File: config.mk
export PLATFORM = sky130hd
export DESIGN_NAME = sens_histogram_rcv
export DESIGN_NICKNAME = d
export VERILOG_FILES = /design/src/rtl/sens_histogram_rcv.sv
export SDC_FILE = /design/constraint.sdc
export NUM_CORES = 1
export LEC_CHECK = 0
export CORE_ASPECT_RATIO = 1.1
export CORE_MARGIN = 2
export CORE_UTILIZATION = 35
export DETAILED_ROUTE_END_ITERATION = 6
export GPL_TIMING_DRIVEN = 1
export PLACE_DENSITY = 0.65
export SLEW_MARGIN = 10
export SYNTH_ARGS = -nofsm -noshare
export SYNTH_HDL_FRONTEND = slang
export SYNTH_SLANG_ARGS = --single-unit
File: constraint.sdc
create_clock -name mclk -period 2.25 [get_ports mclk]
set_clock_uncertainty 0.15 [all_clocks]
set_input_delay 0.45 -clock mclk [delete_from_list [all_inputs] [get_ports mclk]]
set_output_delay 0.45 -clock mclk [all_outputs]
set_load 0.005 [all_outputs]
File: src/rtl/sens_histogram_rcv.sv
// Receiving end of the histogram readout channel: grants a channel set when the
// buffer has room, writes NUM_BURSTS dv-framed bursts and flags protocol errors.
module sens_histogram_rcv #(
  parameter int BURST_LOG2 = 8,
  parameter int NUM_BURSTS = 4,
  parameter int ADDR_BITS  = 12
) (
  input  logic                 mclk,
  input  logic                 mrst,
  input  logic                 en,
  input  logic                 buf_ready,
  input  logic                 err_clr,
  input  logic                 rq,
  output logic                 grant,
  input  logic [1:0]           chn,
  input  logic                 dv,
  input  logic [31:0]          din,
  output logic                 wr_en,
  output logic [ADDR_BITS-1:0] wr_addr,
  output logic [31:0]          wr_data,
  output logic                 done,
  output logic [1:0]           done_chn,
  output logic [2:0]           err
);

  localparam int BW = $clog2(NUM_BURSTS);
  localparam logic [BURST_LOG2:0] WORDS      = {1'b1, {BURST_LOG2{1'b0}}};
  localparam logic [BURST_LOG2:0] WORD_ONE   = {{BURST_LOG2{1'b0}}, 1'b1};
  localparam logic [BW-1:0]       LAST_BURST = BW'(NUM_BURSTS - 1);
  localparam logic [BW-1:0]       BURST_ONE  = BW'(1);

  typedef enum logic [1:0] {IDLE = 2'd0, GRANT = 2'd1, RECV = 2'd2, GAP = 2'd3} state_t;

  state_t                 state_q, state_d;
  logic                   grant_q, grant_d;
  logic [BW-1:0]          burst_q, burst_d;
  logic [BURST_LOG2:0]    word_q, word_d;
  logic [1:0]             chn_l_q, chn_l_d;
  logic                   dv_d_q, dv_d_d;
  logic                   wr_en_q, wr_en_d;
  logic [ADDR_BITS-1:0]   wr_addr_q, wr_addr_d;
  logic [31:0]            wr_data_q, wr_data_d;
  logic                   done_q, done_d;
  logic [1:0]             done_chn_q, done_chn_d;
  logic [2:0]             err_q, err_d;
  logic [2:0]             err_set;

  // Next-state, write pipeline and error detection
  always_comb begin
    state_d    = state_q;
    grant_d    = grant_q;
    burst_d    = burst_q;
    word_d     = word_q;
    chn_l_d    = chn_l_q;
    dv_d_d     = dv;
    wr_en_d    = 1'b0;
    wr_addr_d  = wr_addr_q;
    wr_data_d  = wr_data_q;
    done_d     = 1'b0;
    done_chn_d = done_chn_q;
    err_set    = 3'b000;

    if (!en) begin
      state_d = IDLE;
      grant_d = 1'b0;
      burst_d = '0;
      word_d  = '0;
      dv_d_d  = 1'b0;
    end else begin
      case (state_q)
        IDLE: begin
          burst_d    = '0;
          word_d     = '0;
          err_set[2] = dv;
          if (rq && buf_ready) begin
            state_d = GRANT;
            grant_d = 1'b1;
          end else begin
            grant_d = 1'b0;
          end
        end
        GRANT: begin
          if (dv) begin
            chn_l_d   = chn;
            state_d   = RECV;
            wr_en_d   = 1'b1;
            wr_addr_d = {chn, burst_q, word_q[BURST_LOG2-1:0]};
            wr_data_d = din;
            word_d    = word_q + WORD_ONE;
          end else begin
            state_d = GRANT;
          end
        end
        RECV: begin
          if (dv) begin
            err_set[2] = (chn != chn_l_q);
            if (word_q < WORDS) begin
              wr_en_d   = 1'b1;
              wr_addr_d = {chn_l_q, burst_q, word_q[BURST_LOG2-1:0]};
              wr_data_d = din;
              word_d    = word_q + WORD_ONE;
            end else begin
              err_set[1] = 1'b1;
            end
          end else if (dv_d_q) begin
            // falling edge of dv closes the burst
            err_set[0] = (word_q != WORDS);
            word_d     = '0;
            if (burst_q == LAST_BURST) begin
              state_d    = GAP;
              grant_d    = 1'b0;
              done_d     = 1'b1;
              done_chn_d = chn_l_q;
            end else begin
              burst_d = burst_q + BURST_ONE;
            end
          end else begin
            state_d = RECV;
          end
        end
        GAP: begin
          grant_d    = 1'b0;
          state_d    = IDLE;
          err_set[2] = dv;
        end
        default: begin
          state_d = IDLE;
          grant_d = 1'b0;
        end
      endcase
    end

    err_d = (err_clr ? 3'b000 : err_q) | err_set;
  end

  // State and output registers
  always_ff @(posedge mclk or posedge mrst) begin
    if (mrst) begin
      state_q    <= IDLE;
      grant_q    <= 1'b0;
      burst_q    <= '0;
      word_q     <= '0;
      chn_l_q    <= 2'b00;
      dv_d_q     <= 1'b0;
      wr_en_q    <= 1'b0;
      wr_addr_q  <= '0;
      wr_data_q  <= 32'h0000_0000;
      done_q     <= 1'b0;
      done_chn_q <= 2'b00;
      err_q      <= 3'b000;
    end else begin
      state_q    <= state_d;
      grant_q    <= grant_d;
      burst_q    <= burst_d;
      word_q     <= word_d;
      chn_l_q    <= chn_l_d;
      dv_d_q     <= dv_d_d;
      wr_en_q    <= wr_en_d;
      wr_addr_q  <= wr_addr_d;
      wr_data_q  <= wr_data_d;
      done_q     <= done_d;
      done_chn_q <= done_chn_d;
      err_q      <= err_d;
    end
  end

  assign grant    = grant_q;
  assign wr_en    = wr_en_q;
  assign wr_addr  = wr_addr_q;
  assign wr_data  = wr_data_q;
  assign done     = done_q;
  assign done_chn = done_chn_q;
  assign err      = err_q;

endmodule

## Word-level counts from Yosys, hierarchy flattened

Index checks and enable logic that the tools add are counted.

- $add $sub $neg: 2
- $lt $le $gt $ge: 1
- Eq/ne operators: 21
- Muxes and demuxes: 51
- Bitwise gates (word level): 2
- Reduce and logical (&&, ||, !) cells: 11

Operator list:

| cell | number |
|---|---|
| $mux 32 | 3 |
| $pmux 32 s2 | 1 |
| $mux 9 | 5 |
| $mux 12 | 3 |
| $pmux 9 s3 | 1 |
| $mux 2 | 12 |
| $pmux 12 s2 | 1 |
| $mux 1 | 18 |
| $ne 3x3->1 const B | 6 |
| $ne 4x4->1 const B | 3 |
| $reduce_and 4->1 | 3 |
| $reduce_and 5->1 | 2 |
| $add 9x1->9 const B | 1 |
| $lt 9x9->1 const B | 1 |
| $ne 9x9->1 const B | 1 |
| $ne 4x1->1 const B | 2 |
| $pmux 2 s4 | 1 |
| $eq 2x2->1 const B | 3 |
| $mux 3 | 2 |
| $ne 2x2->1 const B | 3 |
| $reduce_and 3->1 | 2 |
| $pmux 1 s2 | 2 |
| $pmux 2 s2 | 1 |
| $ne 3x1->1 const B | 1 |
| 10 further kinds | 10 |

- Bits in registers: 68
- Word-level logic and storage cells: 100

## Longest topological paths before layout

Gate-level depths: netlist of run 1.

- Depth after elaboration: 6
- Depth in mapped cells: 8
- Mapped depth without buffers: 6

## Worst setup path before layout of run 1

OpenSTA, ideal clock, no wires.

- Path type: register to register
- From: reg state_q[0]
- To: reg word_q[3]
- Setup time: 0.095 ns
- Arrival time: 1.855 ns
- Data required time: 2.005 ns
- Setup slack: 0.149 ns
- Cell stages (with the launch flop): 8
- Buffers on the path: 1
- Clock period less this slack: 2.101 ns
- Path through: dfrtp_1 > inv_1 > ha_1 > nand2_1 > nor2_2 > or3b_1 > buf_2 > o31ai_1

- Word-level cells in the longest chain between the ends: 3

Ends and longest elaborated chain:

| item | RTL line | source |
|---|---|---|
| from (decl) | 34 | `state_t state_q, state_d;` |
| from (signal assigned) | 152 | `state_q <= state_d;` |
| $eq 2x2->1 (tied with other cells) | 70 | `case (state_q)` |
| $ne 4x1->1 (no source line) (tied with other cells) | n/a |  |
| $reduce_and 4->1 (no source line) / $mux 9 (equally long branches) | n/a |  |
| to (signal assigned) | 155 | `word_q <= word_d;` |
| to (decl) | 37 | `logic [BURST_LOG2:0] word_q, word_d;` |

Several ways; a longest one is shown, not always the timed one.
A chain may end at the register's enable or synchronous reset.

## Final worst setup path of run 1

- From: reg state_q[1]
- To: reg wr_data_q[4], in the netlist wr_data[4]

- Word-level cells in the longest chain between the ends: 3

Ends and longest elaborated chain:

| item | RTL line | source |
|---|---|---|
| $eq 2x2->1 / $eq 2x1->1 (equally long branches) | 70 |  |
| $ne 2x2->1 (no source line) / $reduce_bool 2->1 (equally long branches) | n/a |  |
| $reduce_and 5->1 (no source line) | n/a |  |
| to (signal assigned) | 160 | `wr_data_q <= wr_data_d;` |
| to (decl) | 42 | `logic [31:0] wr_data_q, wr_data_d;` |

Several ways; a longest one is shown, not always the timed one.

==> results of run 1 <==
## stage by stage
| step | std cells | hold WS (ns) | setup WS (ns) |
|---|---|---|---|
| 6_report | 466 | 0.3038 | 0.1488 |
| 5_1_grt | 466 | 0.3300 | 0.03829 |
| 4_1_cts | 466 | 0.3057 | 0.03097 |
| 3_5_place_dp | 450 | 0.3423 | -0.05423 |
| 3_3_place_gp | 450 | 0.3370 | -0.01313 |
| 2_1_floorplan | 240 | 0.3535 | 0.1492 |
## flip-flops by register name (all words and copies together) (netlist names)
register,flops
word_q,9
done,1
grant,1
wr_en,1
wr_data,32
chn_l_q,2
wr_addr,12
err,3
dv_d_q,1
burst_q,2
state_q,2
done_chn,2
## layout make-up
cell class / count / area [µm²] / share of cell area
inverters: 14 / 56.30 / 0.01264
clock buffers: 10 / 137.6 / 0.03089
multi-input cells: 148 / 1235 / 0.2772
flip-flops and latches: 68 / 1702 / 0.3819
repair buffers: 109 / 1099 / 0.2466
well taps: 111 / 138.9 / 0.03117
clock inverters: 6 / 87.58 / 0.01966
## power by group through the flow
stage	Clock, W	Sequential (W)	Combinational (W)
2_1_floorplan	0	0.00171	0.000423
3_3_place_gp	0	0.00169	0.00122
3_5_place_dp	0	0.00171	0.00123
4_1_cts	0.00116	0.00169	0.00124
5_1_grt	0.00122	0.00173	0.00133
6_report	0.00113	0.00169	0.00122
## worst max-delay path, stage by stage, from the launching register on
cell and delay [ns]:
dfrtp_1 0.42, inv_1 0.11, ha_1 0.27, nor2b_2 0.21, o21ai_0 0.11, nand3_2 0.14
buf_12 0.19, mux2_2 0.35
## routing by layer
metal,up-vias,GRT usage
met5,-,0
met4,0,0.07353
met2,76,0.2471
met3,13,0.05878
met1,1079,0.1886
li1,1081,-
## kinds of logic after synthesis
group                      Yosys count
xor gates and xnor gates             2
AOI/OAI and AO/OA                   36
and+or+nand+nor                     50
muxes                               52
DFF                                 68
adders and majority gates            8
buffers and inverters               24
## cell usage in the layout (no fill, tap or decap), types with 2 or more instances in the layout
master	count
nand4_1	7
a21oi_1	6
nand3_1	4
nor2_1	5
bufinv_16	2
xor2_1	2
ha_1	7
clkbuf_8	10
nor3b_1	2
nor3_1	3
and3_1	2
o21ai_0	9
clkdlybuf4s50_1	92
clkinv_2	2
mux2i_1	2
and2_1	2
inv_1	13
mux2_2	50
a211oi_1	3
buf_4	13
o22ai_1	3
a32o_1	2
dfrtp_1	68
nand2b_1	6
nand2_1	10
o31ai_1	5
clkinv_4	2
buf_12	4
a211o_1	2
## path summary, 6_finish.rpt
| kind | slack [ns] | to | cells after the start | start |
|---|---|---|---|---|
| max | 0.15 | wr_data[4]$_DFFE_PP0P_ | 7 | state_q[1]$_DFFE_PP0P_ |
| min | 0.30 | wr_data[23]$_DFFE_PP0P_ | 2 | mrst |
| max reg2reg | 0.15 | wr_data[4]$_DFFE_PP0P_ | 7 | state_q[1]$_DFFE_PP0P_ |
| min reg2reg | 0.35 | wr_addr[2]$_DFFE_PP0P_ | 1 | wr_addr[2]$_DFFE_PP0P_ |
| max in group asynchronous | 1.13 | wr_data[12]$_DFFE_PP0P_ | 3 | mrst |
| min in group mclk | 0.35 | wr_addr[2]$_DFFE_PP0P_ | 1 | wr_addr[2]$_DFFE_PP0P_ |
==> impl_metrics.ini, run 1 <==
[run_status]
run_status = finished clean

[global_route]
grt_start_max_net_pins = 26
grt_usage = 0.1555
grt_pass1_vias = 2373
grt_pass1_wl_um = 11450
gr-total-overflow = 0
antenna_found_initial = 0

[sta]
rsz0062_at_grt = false
max_slew_margin = 0.7061
slew_violations = 0
period_needed_ns = 2.101
setup_violations = 0
layout_worst_path_cycle_share = 0.9339
hold_viol = 0
fin_tns_setup_ns = 0
fmax_mhz = 475.9
tightestPinTransition_ns = 0.4400

[place]
placed_area_mm2 = 0.004225
place_congestion = 0.7896
hpwl_um = 5010
port-buffer-count = 92

[synthesis]
syn_inst = 240
synth_cell_type_count = 39
async_flop_share = 1.000
synth_fp_nets = 289
synth_seq_area_share = 0.5611
yosys_register_bits = 68
postSynthAreaPerCell_um2 = 12.64
synth_commonest_cells = dfrtp_1, mux2_2, inv_1
synth_edf_count = 0
synth_area_leaders = dfrtp_1, mux2_2, ha_1, inv_1, o21ai_0
muxShareOfSynthArea = 0.1922
synth_most_common_cell = dfrtp_1
syn_area_mm2 = 0.003033
synth_warnings = 0
synth_top_family_by_area = multiplexers
synth_top_area_frac = 0.5611
synth_flop_cell = dfrtp_1
synth_compound_area_frac = 0.08045
yosys.area.top_type = dfrtp_1
synthAdderAreaFrac = 0.03300
synth_xor_area_frac = 0.005776
synth_simple_gate_area_share = 0.09241

[power_and_ir_drop]
ir_drop_v = 0.0005893
power-per-cell-area_mw_per_mm2 = 905.2
p_total_w = 0.004033
power_leakage_nw = 1.961
seqPwrFrac = 0.418
switchingPower_w = 0.001018
pwr-share-clk = 0.280
swShare = 0.2523
combPwrFrac = 0.302
p_int_w = 0.003016

[cts]
numClockSinks = 68
cts_resized = 0
cts_setup_buffers = 0
clockRootBuffer = clkbuf_8
cts.path.max_buffers = 2
cts_hold_buf = 0
cts_buffers = 9
clkTransAtPathRegs_ns = 0.07
cts_max_level = 3
clock_latency_ns = 0.35
cts_tree = yes

[worst_setup_path]
critPathLaunchType = register
arrival_ns = 2.19
path_class = reg -> reg
worst-endpoint-required_ns = 2.34
endpoint_kind = register
crit_fanout = 25

[floorplanning]
initial_core_util = 0.3607
rows = 35
dieArea_mm2 = 0.009427
io_pins = 93
coreArea_mm2 = 0.008408
die_w_um = 92.76
die-height_um = 101.6

[final_layout]
final_area_mm2 = 0.004456
fin_util = 0.5299
drive_gt1_frac = 0.2563
final_nets = 399
antennaDiodeCount = 0
nFillCells = 782
area_growth_pct = 46.91

[drt]
drc_errors = 0
dr_wl_met2_um = 3119
dr.pass1.iters = 4
drt_iter0_drc = 72
wl_met1_um = 2845
avgRoutedWirePerCell_um = 14.29
vias = 2249
met3WireLength_um = 547
ant_nets = 0
routed.top_layer = met4
wl_um = 6659
viasPerCell = 4.826

[flow_run]
maxCapViolations = 0

[min_path]
holdCritPathClass = in -> async
No activity file was read; power rests on OpenSTA's default activity.
==> run 2: changes to the inputs <==
--- a/config.mk
+++ b/config.mk
@@ -11,6 +11,7 @@
 export DETAILED_ROUTE_END_ITERATION = 6
 export GPL_TIMING_DRIVEN = 1
 export PLACE_DENSITY = 0.65
+export SETUP_SLACK_MARGIN = 0.3
 export SLEW_MARGIN = 10
 export SYNTH_ARGS = -nofsm -noshare
 export SYNTH_HDL_FRONTEND = slang
==> impl_metrics.ini, run 2 (same netlist as run 1, synthesis figures left out) <==
[final_layout]
drive_gt1_frac = 0.3298
largest_register_ffs = 32
final_area_mm2 = 0.004797
nFillCells = 738
layout_common_cells = clkdlybuf4s50_1, dfrtp_1, mux2_2
area_growth_pct = 58.17
antennaDiodeCount = 0
multi_input_area_mm2 = 0.001355
final-seq-area_mm2 = 0.001703
layout_commonest_cell = clkdlybuf4s50_1
layout.cells.non_filler = 484
final_nets = 417

[cts]
cts_max_level = 3
clockRootBuffer = clkbuf_8
cts_tree = yes
cts.path.max_buffers = 2
clock_latency_ns = 0.34
cts_hold_buf = 0
numClockSinks = 68
cts_buffers = 9
clkTransAtPathRegs_ns = 0.08

[drt]
viasPerCell = 4.839
drc_errors = 0
dr.pass1.iters = 4
ant_nets = 0
vias = 2342
wl_um = 7408
avgRoutedWirePerCell_um = 15.31
drt_iter0_drc = 92

[floorplanning]
io_pins = 93
rows = 35
die_w_um = 92.76
dieArea_mm2 = 0.009427
coreArea_mm2 = 0.008408
initial_core_util = 0.3607
die-height_um = 101.6

[place]
dp_cells = 453
hpwl_um = 4912
pre_cts_slack_ns = -0.1292
port-buffer-count = 92
place_congestion = 0.8020
placed_area_mm2 = 0.004289

[worst_setup_path]
crit_fanout = 8
path_class = reg -> reg
critPathLaunchType = register
worst-endpoint-required_ns = 2.33
endpoint_kind = register
arrival_ns = 2.06

[power_and_ir_drop]
ir_drop_v = 0.0005138
power_leakage_nw = 2.111
p_total_w = 0.004195
power-per-cell-area_mw_per_mm2 = 874.4

[sta]
fmax_mhz = 505.7
period_needed_ns = 1.977
fin_tns_setup_ns = 0
slew_violations = 0
layout_worst_path_cycle_share = 0.8789
tightestPinTransition_ns = 0.3236
hold_viol = 0
rsz0062_at_grt = true
fin_ws_ns = 0.2725
max_slew_margin = 0.7820
setup_violations = 0

[global_route]
grt_usage = 0.1605
grt_pass1_wl_um = 11610
antenna_found_initial = 0
grt_start_max_net_pins = 44
gr-total-overflow = 0
grt_pass1_vias = 2346

[run_status]
run_status = finished clean

[min_path]
holdCritPathClass = reg -> reg

[flow_run]
maxCapViolations = 0
-- run 2: area by class of cell --
class | count | area share
inverters | 14 | 0.01226
flip-flops and latches | 68 | 0.3550
well taps | 111 | 0.02895
clock inverters | 5 | 0.01721
repair buffers | 127 | 0.2726
multi-input cells | 148 | 0.2825
clock buffers | 11 | 0.03156
-- run 2: final timing paths --
path                       slack, ns                       to  depth (start not counted)                   start
hold reg to reg                 0.36   wr_addr[2]$_DFFE_PP0P_                          1  wr_addr[2]$_DFFE_PP0P_
min in group asynchronous       0.37  wr_data[22]$_DFFE_PP0P_                          3                    mrst
hold / removal                  0.36   wr_addr[2]$_DFFE_PP0P_                          1  wr_addr[2]$_DFFE_PP0P_
max in group asynchronous       1.28   wr_addr[2]$_DFFE_PP0P_                          3                    mrst
setup reg to reg                0.27  wr_data[13]$_DFFE_PP0P_                          8  state_q[0]$_DFFE_PP0P_
setup / recovery                0.27  wr_data[13]$_DFFE_PP0P_                          8  state_q[0]$_DFFE_PP0P_
-- run 2: power breakdown --
part	switching, W	internal [W]	leakage (nW)
sequential	0.000162	0.00152	0.866
clock	0.000486	0.000689	0.120
combinational	0.000417	0.000920	1.12
-- run 2: critical path, stage by stage (launching register included) --
cell	delay (ns)
dfrtp_2	0.44
buf_6	0.13
ha_4	0.16
nor2b_4	0.13
o21ai_2	0.14
nand3_4	0.12
buf_12	0.16
clkbuf_16	0.16
mux2_2	0.27
-- run 2: stage by stage --
step	hold slack [ns]	utilization
floorplan	0.3541	-
global placement	0.3375	0.5101
detailed placement	0.3411	0.5101
CTS	0.3596	0.5573
global route	0.3681	0.5705
finish	0.3568	0.5705
-- run 2: timing repair --
action,in CTS,in global routing
endpoints found under the setup margin,51,51
gates resized for setup,8,10
pin swaps,2,2
setup buffers,10,1
gates cloned,2,2
-- run 2: layer usage --
layer  GRT usage  vias to the layer above  part of all wire
met1      0.1974                     1137              0.42
li1            -                     1118                 -
met5           0                        -                 0
met2      0.2482                       76              0.48
met3     0.07143                       11             0.079
met4     0.06674                        0             0.020
==> run 3: changes to the inputs <==
--- a/config.mk
+++ b/config.mk
@@ -10,7 +10,6 @@
 export CORE_UTILIZATION = 35
 export DETAILED_ROUTE_END_ITERATION = 6
 export GPL_TIMING_DRIVEN = 1
-export PLACE_DENSITY = 0.65
 export SETUP_SLACK_MARGIN = 0.3
 export SLEW_MARGIN = 10
 export SYNTH_ARGS = -nofsm -noshare
==> constraint.sdc (replaced) <==
create_clock -name mclk -period 2.05 [get_ports mclk]
set_clock_uncertainty 0.15 [all_clocks]
set_input_delay 0.41 -clock mclk [delete_from_list [all_inputs] [get_ports mclk]]
set_output_delay 0.41 -clock mclk [all_outputs]
set_load 0.005 [all_outputs]
==> impl_metrics.ini, run 3 (same netlist as run 1, synthesis figures left out) <==
[drt]
vias = 2440
ant_nets = 0
wl_um = 7562
viasPerCell = 4.969
avgRoutedWirePerCell_um = 15.40
drc_errors = 0
drt_iter0_drc = 41
dr.pass1.iters = 4

[final_layout]
antennaDiodeCount = 0
final_area_mm2 = 0.004818
layout_commonest_cell = dfrtp_1
layout.cells.non_filler = 491
layout_common_cells = dfrtp_1, dlygate4sd2_1, mux2_2
final_nets = 424
nFillCells = 760
area_growth_pct = 58.87
drive_gt1_frac = 0.3684
largest_register_ffs = 32

[cts]
numClockSinks = 68
clock_latency_ns = 0.34
clockRootBuffer = clkbuf_8
cts_tree = yes
cts_buffers = 9
cts.path.max_buffers = 2
clkTransAtPathRegs_ns = 0.08
cts_max_level = 3
cts_hold_buf = 0

[worst_setup_path]
timing.rr.start = state_q[0]$_DFFE_PP0P_
reg2reg_depth = 6
worst-endpoint-required_ns = 2.15
r2r-end = word_q[4]$_DFFE_PP0P_
regToRegSetupSlack_ns = 0.08
path_class = reg -> reg
arrival_ns = 2.07
path_cells = clkinv_4 -> ha_4 -> nand2_2 -> nor2_4 -> or3b_4 -> o31ai_2
slowest_stage = dfrtp_2
critPathMaxStageDelay_ns = 0.47
crit_start = state_q[0]$_DFFE_PP0P_
critPathLaunchType = register
crit_fanout = 6
endpoint_kind = register

[sta]
hold_ws_ns = 0.2754
hold_viol = 0
layout_worst_path_cycle_share = 0.9605
tightestPinTransition_ns = 0.4520
slew_violations = 0
period_needed_ns = 1.969
rsz0062_at_grt = true
max_slew_margin = 0.6980
fmax_mhz = 507.8
setup_violations = 0
fin_tns_setup_ns = 0

[place]
hpwl_um = 5138
placed_area_mm2 = 0.004279
dp_cells = 451
port-buffer-count = 92
place_congestion = 0.8581

[global_route]
grt_pass1_vias = 2543
gr-total-overflow = 0
grt_start_max_net_pins = 28
grt_usage = 0.1635
met1_usage = 0.1839
antenna_found_initial = 0
grt_use_met3 = 0.08185
use_met2 = 0.2678
grt_pass1_wl_um = 11900
busiest_layer = met2

[power_and_ir_drop]
power_leakage_nw = 2.278
ir_drop_v = 0.0005428
p_total_w = 0.004237
power-per-cell-area_mw_per_mm2 = 879.4

[floorplanning]
rows = 35
dieArea_mm2 = 0.009427
die-height_um = 101.6
die_w_um = 92.76
coreArea_mm2 = 0.008408
initial_core_util = 0.3607
io_pins = 93

[run_status]
run_status = finished clean

[min_path]
holdCritPathClass = in -> async

[flow_run]
maxCapViolations = 0
## run 3: report_power, final
| part | internal (W) | switching [W] |
|---|---|---|
| logic | 0.000804 | 0.000460 |
| clock network | 0.000625 | 0.000508 |
| registers | 0.00167 | 0.000171 |
| total | 0.00310 | 0.00114 |
## run 3: critical path, delay by kind of cell (launching register included)
kind                     cells  cell delay (ns)
adder cells (fa/ha/maj)      1             0.30
AO/OA/AOI/OAI                1             0.20
AND/OR/NAND/NOR              3             0.63
flip-flops                   1             0.47
buffers and inverters        1             0.12
## run 3: how the worst max path moves through the flow
stage | end | depth (start not counted)
6_report | word_q[4]$_DFFE_PP0P_ | 6
2_1_floorplan | word_q[4]$_DFFE_PP0P_ | 8
3_5_place_dp | word_q[4]$_DFFE_PP0P_ | 5
5_1_grt | word_q[3]$_DFFE_PP0P_ | 6
4_1_cts | wr_data[0]$_DFFE_PP0P_ | 6
3_3_place_gp | word_q[3]$_DFFE_PP0P_ | 5
## run 3: cell type report
class                      count  area (µm²)  area share
sequential                    68        1704      0.3537
multi-input combinational    148        1413      0.2932
timing repair buffer         134        1296      0.2690
clock buffer                  12       155.1     0.03220
tap                          111       138.9     0.02882
inverter                      14       63.81     0.01324
clock inverter                 4       47.55    0.009868
## run 3: stage by stage
| stage | worst slack (ns) | utilization |
|---|---|---|
| after CTS | 0.08963 | 0.5496 |
| after global routing | 0.04034 | 0.5731 |
| after global placement | -0.2375 | 0.5089 |
| after detailed placement | -0.2976 | 0.5089 |
| after floorplan | 0.06803 | - |
| final | 0.08089 | 0.5731 |
## run 3: routing by layer
| metal | routed length (µm) | up-vias |
|---|---|---|
| met5 | 0 | - |
| li1 | - | 1132 |
| met2 | 3651 | 79 |
| met4 | 140 | 0 |
| met3 | 701 | 13 |
| met1 | 3068 | 1216 |
## run 3: what timing repair did
| action | 4_1_cts | 5_1_grt |
|---|---|---|
| cloned | 1 | 2 |
| endpoints found under the setup margin | 108 | 64 |
| buffers inserted | 15 | 6 |
| pin swaps | 7 | 8 |
| endpoints found under the hold margin | 0 | 0 |
| gates resized for setup | 69 | 24 |
==> RTL edit 1, RTL diff (config.mk and constraints of run 2) <==
Re-encode `state_t` (4 states) as one-hot, 4 bits wide.
--- a/src/rtl/sens_histogram_rcv.sv
+++ b/src/rtl/sens_histogram_rcv.sv
@@ -30,5 +30,5 @@
   localparam logic [BW-1:0]       BURST_ONE  = BW'(1);
 
-  typedef enum logic [1:0] {IDLE = 2'd0, GRANT = 2'd1, RECV = 2'd2, GAP = 2'd3} state_t;
+  typedef enum logic [3:0] {IDLE = 4'b0001, GRANT = 4'b0010, RECV = 4'b0100, GAP = 4'b1000} state_t;
 
   state_t                 state_q, state_d;
Check against the original RTL: no difference found for any inputs over 4 cycles, from zero or initial values and one cycle with mrst high; so few cycles prove little.
==> RTL edit 1 against run 2 <==
  * Final area down 2.0%
  * Core utilization down 4.1 points
  * Synthesized area up 5.4%
  * Hold slack worse by 0.018 ns
  * Sequential cell count up 2
  * Wire length down 2.1%
  * Setup slack worse by 0.055 ns
  * Highest routed layer unchanged
Power is not compared: it rests on default switching activity, and its combinational part moved more than twofold at a synthesized area within 25%.
==> RTL edit 1: results (changes against run 2) <==
| Metric | Value |
|---|---|
| Buffer share of cell area | `0.252 (-0.0208)` |
| YS warnings | `0 (unchanged)` |
| Vias in the first global route | `2491 (+6.2%)` |
| Layout fillers | `777 (+5.3%)` |
| #MultiIn Comb | `152 (+2.7%)` |
| CP arrival | `2.10 ns (+0.04 ns)` |
| Rel. slew slack | `0.655 (-0.127)` |
| Sequential area share after synthesis | `0.548 (-0.0129)` |
| CP max FO | `21 (+13)` |
| Reg2Reg Depth | `5 (-3)` |
| Area contributors post-synth | `dfrtp_1 (54%), mux2_4 (11%), mux2_2 (7.0%)` |
| Iter 0 DRT Violations | `116 (+26%)` |
| CTS sink cnt | `70 (+2.9%)` |
| Crit. Startpoint | `state_q[0]$_DFFE_PP1P_` |
| Delay-heaviest family, CP | `simple AND/OR/NAND/NOR gates` |
| ClkCell Share | `0.0444 (-0.00434)` |
| CP max stage cell | `or4b_4` |
| Post-Place Setup Slack | `-0.106 ns (+0.0233 ns)` |
| Plain + repair buffers | `119 (-6.3%)` |
| Fraction of layout cells with a size suffix above 1 | `0.289 (-0.0406)` |
| First-pass GRT wire length | `12100 µm (+4.0%)` |
| Non-clock inverters | `13 (-1)` |
| Synth cell count leaders | `dfrtp_1 (69), mux2_4 (24), mux2_2 (20)` |
| WL met1 | `3210 µm (+2.8%)` |
| Top Metal Used | `met4` |
| Pin count of the biggest net entering global routing | `22 (-50%)` |
| GP Congestion | `0.777 (-3.1%)` |
| Final nets | `409 (-1.9%)` |
| Register share of the cell area | `0.373 (+0.0184)` |
| Status | `finished clean` |
| Multi-input logic area | `1360 µm² (+0.28%)` |
| CP max stage delay | `0.57 ns (+0.13 ns)` |
| Met2 GRT Util | `0.252 (+0.00384)` |
| Via count | `2324 (-0.77%)` |
| WL met2 | `3570 µm (+0.62%)` |
| Mapped Nets | `292 (+1.0%)` |
| Number of flip-flops in the largest register | `32 (unchanged)` |
| Met3 Use GR | `0.0297 (-0.0417)` |
| Total Power | `2.77 mW` |
| Post-DP HPWL | `5340 µm (+8.6%)` |
| Worst min path class | `input pin to async pin` |
[RTL edit 1: cell types whose count changed after synthesis, sizes merged, moves of 3 or more]
cell / before / now
nand3: 5 / 11
nor2: 6 / 9
ha: 8 / 3
o211ai: 0 / 4
nand4: 7 / 1
or3: 0 / 3
mux2: 50 / 44
nand2: 10 / 14
o311ai: 0 / 3
[RTL edit 1: what timing repair did]
item | CTS | global route
pin swaps | 3 | 3
buffers inserted | 3 | 2
endpoints found under the setup margin | 51 | 56
hold buffers | 0 | 0
resized for setup | 3 | 14
[RTL edit 1: metrics by stage]
| stage | utilization | instances | cell area, µm² | setup TNS (ns) |
|---|---|---|---|---|
| floorplan | - | 248 | 3220 | 0 |
| global placement | 0.495 | 463 | 4390 | -1.19 |
| detailed placement | 0.495 | 463 | 4390 | -1.08 |
| CTS | 0.523 | 482 | 4640 | 0 |
| global route | 0.530 | 484 | 4700 | 0 |
| finish | 0.530 | 484 | 4700 | 0 |
[RTL edit 1: logic make-up after synthesis]
kind of cell / after synthesis / synth area share
muxes: 47 / 0.192
and+or+nand+nor: 62 / 0.107
buffers and inverters: 26 / 0.0438
xor gates and xnor gates: 4 / 0.0110
DFF: 70 / 0.548
adders and majority gates: 3 / 0.0117
AOI/OAI and AO/OA: 36 / 0.0857
[RTL edit 1: path summary, 6_finish.rpt]
check                      slack, ns                       to
max in group asynchronous       1.12    word_q[0]$_DFFE_PP0P_
max                             0.22   wr_data[9]$_DFFE_PP0P_
min reg2reg                     0.34   wr_addr[1]$_DFFE_PP0P_
min in group mclk               0.34   wr_addr[1]$_DFFE_PP0P_
min                             0.34  wr_data[14]$_DFFE_PP0P_
max reg2reg                     0.22   wr_data[9]$_DFFE_PP0P_
==> RTL edit 2, RTL diff (flow settings as in run 2) <==
Without the edit above. Register the output `err` once more, cleared by the reset; this adds one clock of latency there. The other outputs are not delayed to match.
--- a/src/rtl/sens_histogram_rcv.sv
+++ b/src/rtl/sens_histogram_rcv.sv
@@ -171,5 +171,11 @@
   assign done     = done_q;
   assign done_chn = done_chn_q;
-  assign err      = err_q;
+  always_ff @(posedge mclk or posedge mrst) begin
+    if (mrst) begin
+      err <= '0;
+    end else begin
+      err <= err_q;
+    end
+  end
 
 endmodule
Formal check against the unedited RTL: not equivalent (Yosys sat finds a counterexample within 4 cycles, from zero or initial values and one cycle with mrst high).
==> RTL edit 2 against run 2 <==
  * Largest cell class unchanged
  * Sequential cell count up 3
  * Non-clock buffer count down 14
  * Highest routed layer unchanged
  * Wire length down 7.0%
  * Synthesized area up 2.1%
  * Final area down 4.0%
  * Power down 5.2%
  * Setup slack better by 0.085 ns
  * Fmax up 4.5%
==> RTL edit 2: results (changes against run 2) <==
| Metric | Value |
|---|---|
| Buf/Inv on CP | `0 (-3)` |
| VDD IR-drop max | `0.408 mV (-21%)` |
| Diode count | `0 (unchanged)` |
| Post-DP HPWL | `4970 µm (+1.2%)` |
| Gr usage total | `0.143 (-0.0172)` |
| Post-Synth Adder-Cell Area | `0.0323 (-0.000680)` |
| Synth cell count leaders | `dfrtp_1 (71), mux2_2 (48), inv_1 (14)` |
| Design Area, Final | `4600 µm² (-4.0%)` |
| Mean area per synthesized cell | `12.7 µm² (+0.43%)` |
| Total CTS buffers | `9 (unchanged)` |
| Mapped Nets | `293 (+1.4%)` |
| Area contributors post-synth | `dfrtp_1 (57%), mux2_2 (17%), ha_1 (3.2%)` |
| Asr flop ratio synth | `1.00 (unchanged)` |
| Mux cell area share after synthesis | `0.189 (-0.00356)` |
| Post-CTS Setup Bufs | `3 (-7)` |
| First-pass GRT wire length | `10600 µm (-8.3%)` |
| Sequential area share after synthesis | `0.574 (+0.0127)` |
| Vias in the first global route | `2208 (-5.9%)` |
| H-tree depth | `3 (unchanged)` |
| Synth Area in Compound Gates | `0.0784 (-0.00206)` |
| GP Congestion | `0.842 (+5.0%)` |
| Worst min path class | `flop to flop` |
| Placed Cells | `459 (+1.3%)` |
| CP arrival | `2.02 ns (-0.04 ns)` |
| Post-synthesis xor/xnor area fraction | `0.00566 (-0.000119)` |
| CP max stage cell | `dfrtp_1` |
| Clk Latency, worst-skew pair | `0.34 ns (about the same)` |
| Initial antenna violation count | `0 (unchanged)` |
| Iter 0 DRT Violations | `35 (-62%)` |
| Vias per cell | `4.81 (-0.51%)` |
| CTS resizes | `6 (-2)` |
| Tightest Pin Transition | `0.457 ns (+0.133 ns)` |
| Number of flip-flops in the largest register | `32 (unchanged)` |
| Deepest clock path buffer count | `2 (unchanged)` |
| Status | `finished clean` |
| Synth cell types | `37 (-5.1%)` |
| Pre-antenna DRT Iters | `4 (unchanged)` |
| Port buffer count | `92 (unchanged)` |
| CP max FO | `3 (-5)` |
| CP max stage delay | `0.40 ns (-0.04 ns)` |
| YS warnings | `0 (unchanged)` |
| WL/cell | `14.4 µm (-6.0%)` |
| Fraction of layout cells with a size suffix above 1 | `0.285 (-0.0448)` |
| Worst-path clk slew | `0.08 ns (about the same)` |
| Delay-heaviest family, CP | `simple AND/OR/NAND/NOR gates` |
| Met3 Use GR | `0.0461 (-0.0254)` |
| Met1 Use GR | `0.189 (-0.00877)` |
| Top FF cell, synth | `dfrtp_1` |
| Placed instance area | `4310 µm² (+0.44%)` |
| Layout fillers | `795 (+7.7%)` |
| Final nets | `409 (-1.9%)` |
| Lkg Pwr | `1.95 nW (-7.5%)` |
| Via count | `2306 (-1.5%)` |
| Met2 GRT Util | `0.228 (-0.0202)` |
| Pin count of the biggest net entering global routing | `27 (-39%)` |
| Post-Place Setup Slack | `-0.116 ns (+0.0133 ns)` |
[RTL edit 2: cell types whose count changed after synthesis, sizes merged, moves of 3 or more]
cell,change
dfrtp,+3
o21ai,+4
nand4,-4
nor2,-4
nand3,+3
buf,-3
[RTL edit 2: cell families (layout without fill, tap and decap cells)]
kind of cell    Yosys count  after routing
flops                    71             71
mux                      52             52
xor+xnor                  2              2
simple gates             51             51
compound gates           38             38
fa+ha+maj                 8              8
buf+inv                  22            143
[RTL edit 2: path summary, 6_finish.rpt]
check	from	slack (ns)	end	cells past startpoint
max	burst_q[1]$_DFFE_PP0P_	0.36	burst_q[0]$_DFFE_PP0P_	5
min	err_q[2]$_DFF_PP0_	0.23	err[2]$_DFF_PP0_	0
max reg2reg	burst_q[1]$_DFFE_PP0P_	0.36	burst_q[0]$_DFFE_PP0P_	5
min reg2reg	err_q[2]$_DFF_PP0_	0.23	err[2]$_DFF_PP0_	0
max in group asynchronous	mrst	1.14	wr_addr[9]$_DFFE_PP0P_	3
min in group asynchronous	mrst	0.32	wr_data[10]$_DFFE_PP0P_	2
[RTL edit 2: per-layer routing]
layer	vias up	wire length (µm)
li1	1107	-
met1	1134	3030
met2	60	3390
met3	5	411
met4	0	51
met5	-	0
[RTL edit 2: cell type report]
cell class | count | area share
timing repair buffer | 113 | 0.245
sequential | 71 | 0.386
inverter | 14 | 0.0122
clock inverter | 6 | 0.0147
multi-input combinational | 151 | 0.283
tap | 114 | 0.0310
clock buffer | 10 | 0.0277
[RTL edit 2: report_power, final]
group	switching [mW]	leakage (nW)	total [mW]	internal [mW]
Sequential	0.149	0.907	1.72	1.58
Clock	0.508	0.0933	1.03	0.518
Combinational	0.381	0.953	1.23	0.844
Total	1.04	1.95	3.98	2.94
